## config.mk

```make
export PLATFORM = sky130hd
export DESIGN_NAME = mux_16bit_chip
export DESIGN_NICKNAME = d
export VERILOG_FILES = /design/src/rtl/mux_pkg.sv /design/src/rtl/mux_1bit_chip.sv /design/src/rtl/mux_16bit_chip.sv
export SDC_FILE = /design/constraint.sdc
export NUM_CORES = 1
export LEC_CHECK = 0
export CORE_AREA = 5 5 42 44
export DETAILED_ROUTE_END_ITERATION = 12
export DIE_AREA = 0 0 47 49
export DONT_BUFFER_PORTS = 1
export PLACE_DENSITY_LB_ADDON = 0.2
export SLEW_MARGIN = 20
export SYNTH_ARGS = -nofsm -noshare
export SYNTH_HDL_FRONTEND = slang
export SYNTH_SLANG_ARGS = --single-unit
```

## constraint.sdc

```tcl
create_clock -name vclk -period 0.95
set_clock_uncertainty 0.1 [all_clocks]
set_input_delay 0.095 -clock vclk [all_inputs]
set_output_delay 0.095 -clock vclk [all_outputs]
set_load 0.01 [all_outputs]
```

## src/rtl/mux_pkg.sv

```systemverilog
// Shared constants and types for the mux_16bit_chip slice.
package mux_pkg;

  localparam int          MUX_DEFAULT_WIDTH       = 16;
  localparam logic [15:0] MUX_DEFAULT_RESET_VALUE = 16'h0000;

  typedef enum logic {
    SEL_A = 1'b0,
    SEL_B = 1'b1
  } mux_sel_e;

endpackage

```

## src/rtl/mux_1bit_chip.sv

```systemverilog
// Single-bit 2:1 selector built purely from NAND gates.
module mux_1bit_chip (
  output logic out,
  input  logic a,
  input  logic b,
  input  logic s
);

  logic s_n;
  logic nand_a;
  logic nand_b;

  // Classic four-NAND mux: an inverter for s, two gating NANDs, one combining NAND.
  assign s_n    = ~(s & s);
  assign nand_a = ~(a & s_n);
  assign nand_b = ~(b & s);
  assign out    = ~(nand_a & nand_b);

endmodule

```

## src/rtl/mux_16bit_chip.sv

```systemverilog
// Word-wide 2:1 mux from per-bit NAND selectors, with an optional output
// register enabled by defining MUX16_OUT_REG_EN.
module mux_16bit_chip
  import mux_pkg::*;
#(
  parameter int               WIDTH       = MUX_DEFAULT_WIDTH,
  parameter logic [WIDTH-1:0] RESET_VALUE = WIDTH'(MUX_DEFAULT_RESET_VALUE)
) (
  input  logic             clk,
  input  logic             rst_n,
  output logic [WIDTH-1:0] out,
  input  logic [WIDTH-1:0] a,
  input  logic [WIDTH-1:0] b,
  input  logic             s
);

  logic [WIDTH-1:0] sel;

  genvar i;
  for (i = 0; i < WIDTH; i++) begin : g_bit
    mux_1bit_chip u_bit (
      .out (sel[i]),
      .a   (a[i]),
      .b   (b[i]),
      .s   (s)
    );
  end

`ifdef MUX16_OUT_REG_EN
  // Reset is asynchronous so it wins over any update pending at the next edge.
  always_ff @(posedge clk or negedge rst_n) begin
    if (!rst_n) begin
      out <= RESET_VALUE;
    end else begin
      out <= sel;
    end
  end
`else
  // No state here: clk, rst_n and RESET_VALUE stay on the port list only so
  // both builds share one interface.
  localparam logic [WIDTH-1:0] unused_reset_value = RESET_VALUE;
  logic unused_clk_rst;
  assign unused_clk_rst = clk ^ rst_n;

  assign out = sel;
`endif

endmodule

```

==> insert_results.sql, run 1 <==
INSERT INTO impl_metrics (metric_group, metric, value, unit) VALUES
('worst_setup_path', 'crit_chain', 'mux2_2', ''),
('global_routing', 'antenna_found_initial', '0', ''),
('worst_setup_path', 'worst_ep_required_time', '0.75', 'ns'),
('yosys', 'syn-cell-area', '369', 'sq um'),
('global_routing', 'maximum_number_of_pins_on_one_net_before_global_route_repair', '17', ''),
('die', 'io_pins', '51', ''),
('run', 'max_cap_viol_count', '0', ''),
('die', 'total_core_area', '0.00140', 'sq mm'),
('routing', 'routed_via_density', '5.09', ''),
('worst_setup_path', 'worst_path_max_delay_cell', 'sky130_fd_sc_hd__mux2_2', ''),
('power_and_ir_drop', 'clock_power_share', '0', '%'),
('worst_hold_path', 'hold_path_end', 'out[9]', ''),
('global_routing', 'number_of_global_route_vias_before_repair', '198', ''),
('yosys', 'synth_sequential_area_ratio', '0', '%'),
('routing', 'detail_routed_net_length_per_standard_cell', '21.1', 'microns'),
('power_and_ir_drop', 'power.sequential.fraction', '0', '%'),
('clocking', 'post_cts_resize_count', '0', ''),
('cells_and_area', 'fin_util', '17.0', '%'),
('cells_and_area', 'antennaDiodeCount', '0', ''),
('timing', 'max_slew.worst_pin.slew', '0.0810', 'ns'),
('cells_and_area', 'synthToLayoutAreaGrowth', '-35.6', '%'),
('timing', 'maxClockFrequency', '1570', 'MHz'),
('timing', 'report.final.slew_viol_count', '0', ''),
('cells_and_area', 'seq_cell_count', '0', ''),
('cells_and_area', 'share_of_post_route_cells_with_drive_strength_above_1', '100', '%'),
('timing', 'maxSlewHeadroom', '94.6', '%'),
('routing', 'route.vias.total', '163', ''),
('yosys', 'synth_common_cells', 'sky130_fd_sc_hd__buf_4, sky130_fd_sc_hd__mux2_4, sky130_fd_sc_hd__mux2_2', ''),
('power_and_ir_drop', 'power-per-cell-area', '499', 'mW/mm^2'),
('worst_hold_path', 'worst_hold_startpoint', 'b[9]', ''),
('routing', 'totalWireLength', '676', 'microns'),
('routing', 'first_iter_violations', '0', ''),
('yosys', 'synth_area_leader_cell', 'sky130_fd_sc_hd__mux2_4', ''),
('yosys', 'synth_top_area_share', '40.7', '%'),
('worst_setup_path', 'worst-endpoint-arrival', '0.44', 'ns'),
('timing', 'grt_setup_unrepaired', 'no', ''),
('timing', 'timing.final.hold_violations', '0', ''),
('worst_setup_path', 'worst_path_depth', '1', ''),
('worst_hold_path', 'hold_path_stages', '1', ''),
('timing', 'post-route-min-period', '0.636', 'ns'),
('worst_setup_path', 'criticalPathCategory', 'in2out', ''),
('die', 'initial_utilization', '26.3', '%'),
('yosys', 'synthesis.nets', '69', ''),
('yosys', 'synth.top_cells.by_area', 'sky130_fd_sc_hd__mux2_4, sky130_fd_sc_hd__buf_4, sky130_fd_sc_hd__mux2_2, sky130_fd_sc_hd__buf_12, sky130_fd_sc_hd__buf_6', ''),
('yosys', 'yosysMostFrequentCell', 'sky130_fd_sc_hd__buf_4', ''),
('clocking', 'hold_buffers', '0', ''),
('worst_setup_path', 'worstSetupEndpointType', 'output pin', ''),
('worst_setup_path', 'critical_path_buf_inv_count', '0', ''),
('routing', 'ant_nets', '0', ''),
('yosys', 'syn_area_per_cell', '10.9', 'sq um'),
('cells_and_area', 'clockBufferCount', '0', ''),
('power_and_ir_drop', 'pwr-share-comb', '100.0', '%'),
('worst_setup_path', 'setup.worst_path.start_class', 'input port', ''),
('die', 'die_h', '49', 'microns'),
('place', 'routabilityCongestion', '0.499', ''),
('global_routing', 'grt_pass1_wl', '910', 'microns'),
('clocking', 'count_of_buffers_added_by_post_cts_timing_repair_for_setup', '0', ''),
('worst_hold_path', 'hold_path.class', 'in2out', ''),
('cells_and_area', 'final_nets', '53', ''),
('die', 'die_x', '47', 'microns'),
('place', 'buffers_added_on_ports', '0', ''),
('yosys', 'synthesis.yosys.warnings', '0', ''),
('status', 'result_of_the_run', 'finished clean', ''),
('global_routing', 'grtUsageTotal', '4.98', '%'),
('routing', 'drt_pre_antenna_iters', '1', ''),
('timing', 'setup-violations-final', '0', ''),
('yosys', 'ys_types', '5', ''),
('yosys', 'post_synth_inst_count', '34', ''),
('timing', 'post-route-period-util', '66.9', '%'),
('global_routing', 'grt_overflow_total', '0', ''),
('power_and_ir_drop', 'switching_share', '40.1', '%');
-- layout make-up --
class,instances,area (sq um)
fill,156,1160
multi-input combinational,16,218
tap,16,20.0
-- kinds of logic (layout without fill, tap and decap cells) --
| kind of cell | after synthesis | count (layout) | synth area share (%) |
|---|---|---|---|
| buffers and inverters | 18 | 0 | 41.0 |
| muxes | 16 | 16 | 59.0 |
-- worst max path at each step --
stage | slack (ns) | startpoint | endpoint
3_5_place_dp | 0.31 | s | out[1]
4_1_cts | 0.31 | s | out[1]
3_3_place_gp | 0.31 | s | out[3]
2_1_floorplan | -0.0001 | s | out[0]
5_1_grt | 0.31 | s | out[3]
6_report | 0.31 | s | out[3]
-- per-stage QoR --
stage / setup slack [ns] / instance area, sq um / hold slack (ns) / cells / setup TNS [ns]
floorplan: -0.000115 / 410 / 0.299 / 34 / -0.00115
global placement: 0.311 / 238 / 0.230 / 32 / 0
detailed placement: 0.312 / 238 / 0.228 / 32 / 0
CTS: 0.311 / 238 / 0.228 / 32 / 0
global route: 0.308 / 238 / 0.231 / 32 / 0
finish: 0.314 / 238 / 0.227 / 32 / 0
-- cell usage in the layout (no fill, tap or decap) --
cell                     netlist  routed
sky130_fd_sc_hd__mux2_2        6       6
sky130_fd_sc_hd__mux2_4       10      10
-- layer usage --
metal  vias to the layer above  GRT usage [%]  part of all wire, %
li1                         64              -                    -
met1                        64           5.22                   29
met2                        35           8.37                   43
met3                         0           3.69                   27
met4                         0              0                    0
met5                         -              0                    0
-- power groups by stage --
stage | sequential (mW) | clock [mW] | combinational (mW)
after global placement | 0 | 0 | 0.122
after global routing | 0 | 0 | 0.125
after floorplan | 0 | 0 | 0.235
final | 0 | 0 | 0.119
after detailed placement | 0 | 0 | 0.121
after CTS | 0 | 0 | 0.122
Note: power is estimated with default switching activity, not from simulation.
==> run 2, diff against run 1 <==
==> constraint.sdc (replaced) <==
create_clock -name vclk -period 0.8
set_clock_uncertainty 0.1 [all_clocks]
set_input_delay 0.08 -clock vclk [all_inputs]
set_output_delay 0.08 -clock vclk [all_outputs]
set_load 0.01 [all_outputs]
==> run 2 against run 1 <==
Global-route usage up 0.63 points. Critical path depth unchanged. Worst setup slack worse by 0.12 ns. Non-clock buffer count unchanged. Hold slack worse by 0.030 ns. Routed wire length up 7.5%. Critical endpoint is now out[15].
==> insert_results.sql, run 2 (synthesized netlist as in run 1, its figures left out) <==
INSERT INTO impl_metrics (metric_group, metric, value, unit) VALUES
('cells_and_area', 'final_nets', '53', ''),
('routing', 'drt_pre_antenna_iters', '2', ''),
('timing', 'grt_setup_unrepaired', 'no', ''),
('timing', 'setup-violations-final', '0', ''),
('worst_setup_path', 'worst_path_max_delay_cell', 'sky130_fd_sc_hd__mux2_2', ''),
('die', 'die_x', '47', 'microns'),
('power_and_ir_drop', 'power.static_leakage', '0.106', 'nW'),
('power_and_ir_drop', 'clock_power_share', '0', '%'),
('cells_and_area', 'clockBufferCount', '0', ''),
('global_routing', 'antenna_found_initial', '0', ''),
('cells_and_area', 'antennaDiodeCount', '0', ''),
('die', 'io_pins', '51', ''),
('cells_and_area', 'area.sequential', '0', 'sq um'),
('status', 'result_of_the_run', 'finished clean', ''),
('die', 'die_area', '0.00230', 'sq mm'),
('cells_and_area', 'fin_util', '17.0', '%'),
('global_routing', 'number_of_global_route_vias_before_repair', '214', ''),
('clocking', 'count_of_buffers_added_by_post_cts_timing_repair_for_setup', '0', ''),
('place', 'routabilityCongestion', '0.579', ''),
('routing', 'detail_routed_net_length_per_standard_cell', '22.7', 'microns'),
('global_routing', 'grt_overflow_total', '0', ''),
('cells_and_area', 'share_of_post_route_cells_with_drive_strength_above_1', '100', '%'),
('worst_setup_path', 'crit_chain', 'mux2_2', ''),
('worst_setup_path', 'crit_family', 'multiplexers', ''),
('timing', 'timing.final.hold_violations', '0', ''),
('clocking', 'hold_buffers', '0', ''),
('die', 'placement_rows', '14', ''),
('power_and_ir_drop', 'switching_share', '40.1', '%'),
('global_routing', 'grt_pass1_wl', '1020', 'microns'),
('power_and_ir_drop', 'power.sequential.fraction', '0', '%'),
('timing', 'maxSlewHeadroom', '94.8', '%'),
('clocking', 'post_cts_resize_count', '0', ''),
('worst_hold_path', 'hold_path.class', 'in2out', ''),
('die', 'total_core_area', '0.00140', 'sq mm'),
('cells_and_area', 'fin_cells', '32', ''),
('power_and_ir_drop', 'power-per-cell-area', '593', 'mW/mm^2'),
('routing', 'drc_errors', '0', ''),
('power_and_ir_drop', 'ir_drop', '0.000173', 'V'),
('timing', 'post-route-min-period', '0.603', 'ns'),
('power_and_ir_drop', 'power.switching', '56.5', 'uW'),
('cells_and_area', 'seq_cell_count', '0', ''),
('place', 'buffers_added_on_ports', '0', ''),
('worst_setup_path', 'worstSetupEndpointType', 'output pin', ''),
('routing', 'totalWireLength', '727', 'microns'),
('worst_setup_path', 'worst_ep_required_time', '0.62', 'ns'),
('timing', 'report.final.slew_viol_count', '0', ''),
('worst_setup_path', 'critical_path_buf_inv_count', '0', ''),
('worst_setup_path', 'worst_path_depth', '1', ''),
('routing', 'first_iter_violations', '1', ''),
('global_routing', 'maximum_number_of_pins_on_one_net_before_global_route_repair', '17', ''),
('worst_setup_path', 'setup.worst_path.start_class', 'input port', ''),
('worst_setup_path', 'criticalPathCategory', 'in2out', ''),
('place', 'placed_cells_incl_taps', '32', ''),
('die', 'initial_utilization', '26.3', '%'),
('timing', 'maxClockFrequency', '1660', 'MHz'),
('cells_and_area', 'final_cell_mix', 'sky130_fd_sc_hd__mux2_4, sky130_fd_sc_hd__mux2_2', ''),
('power_and_ir_drop', 'pwr-share-comb', '100.0', '%'),
('worst_hold_path', 'hold_path_stages', '1', ''),
('cells_and_area', 'synthToLayoutAreaGrowth', '-35.6', '%'),
('timing', 'holdWs', '0.197', 'ns'),
('routing', 'ant_nets', '0', ''),
('cells_and_area', 'layout.filler_cells', '160', ''),
('run', 'max_cap_viol_count', '0', ''),
('power_and_ir_drop', 'internal_power', '84.4', 'uW'),
('timing', 'final_critical_path_setup_slack', '0.197', 'ns'),
('global_routing', 'grtUsageTotal', '5.61', '%'),
('routing', 'routed_via_density', '5.13', ''),
('place', 'dpl_worst_slack', '0.195', 'ns'),
('worst_setup_path', 'worst-endpoint-arrival', '0.42', 'ns'),
('routing', 'route.vias.total', '164', ''),
('worst_setup_path', 'crit_path_max_fanout', '16', ''),
('die', 'die_h', '49', 'microns'),
('timing', 'max_slew.worst_pin.slew', '0.0781', 'ns'),
('worst_setup_path', 'slowest_delay', '0.34', 'ns'),
('timing', 'post-route-period-util', '75.3', '%'),
('timing', 'fin_setup_tns', '0', 'ns'),
('cells_and_area', 'leading_cell_type_in_the_layout_fill_and_taps_excluded', 'sky130_fd_sc_hd__mux2_4', '');
## run 2: cell counts in the layout (fill, tap and decap cells not counted)
No cell type changed its count.
## run 2: power groups by stage
stage          Sequential (mW)  Combinational, mW  Clock, mW
2_1_floorplan                0              0.298          0
5_1_grt                      0              0.149          0
4_1_cts                      0              0.144          0
3_3_place_gp                 0              0.145          0
6_report                     0              0.141          0
3_5_place_dp                 0              0.144          0
## run 2: path summary, 6_finish.rpt
path | startpoint | to | slack, ns
setup / recovery | s | out[15] | 0.20
hold / removal | b[7] | out[7] | 0.20
## run 2: routing by layer
layer / vias to the layer above / routed length, microns / global-route usage [%]
li1: 64 / - / -
met1: 68 / 155 / 4.57
met2: 32 / 392 / 11.1
met3: 0 / 179 / 3.69
met4: 0 / 0 / 0
met5: - / 0 / 0
## run 2: per-stage QoR
| stage | power [mW] | cell area, sq um |
|---|---|---|
| detailed placement | 0.144 | 238 |
| global placement | 0.145 | 238 |
| global route | 0.149 | 238 |
| floorplan | 0.298 | 433 |
| finish | 0.141 | 238 |
| CTS | 0.144 | 238 |
## run 2: cell type report
class                      instances  area (sq um)  share of cell area, %
multi-input combinational         16           218                   91.6
tap                               16          20.0                   8.42
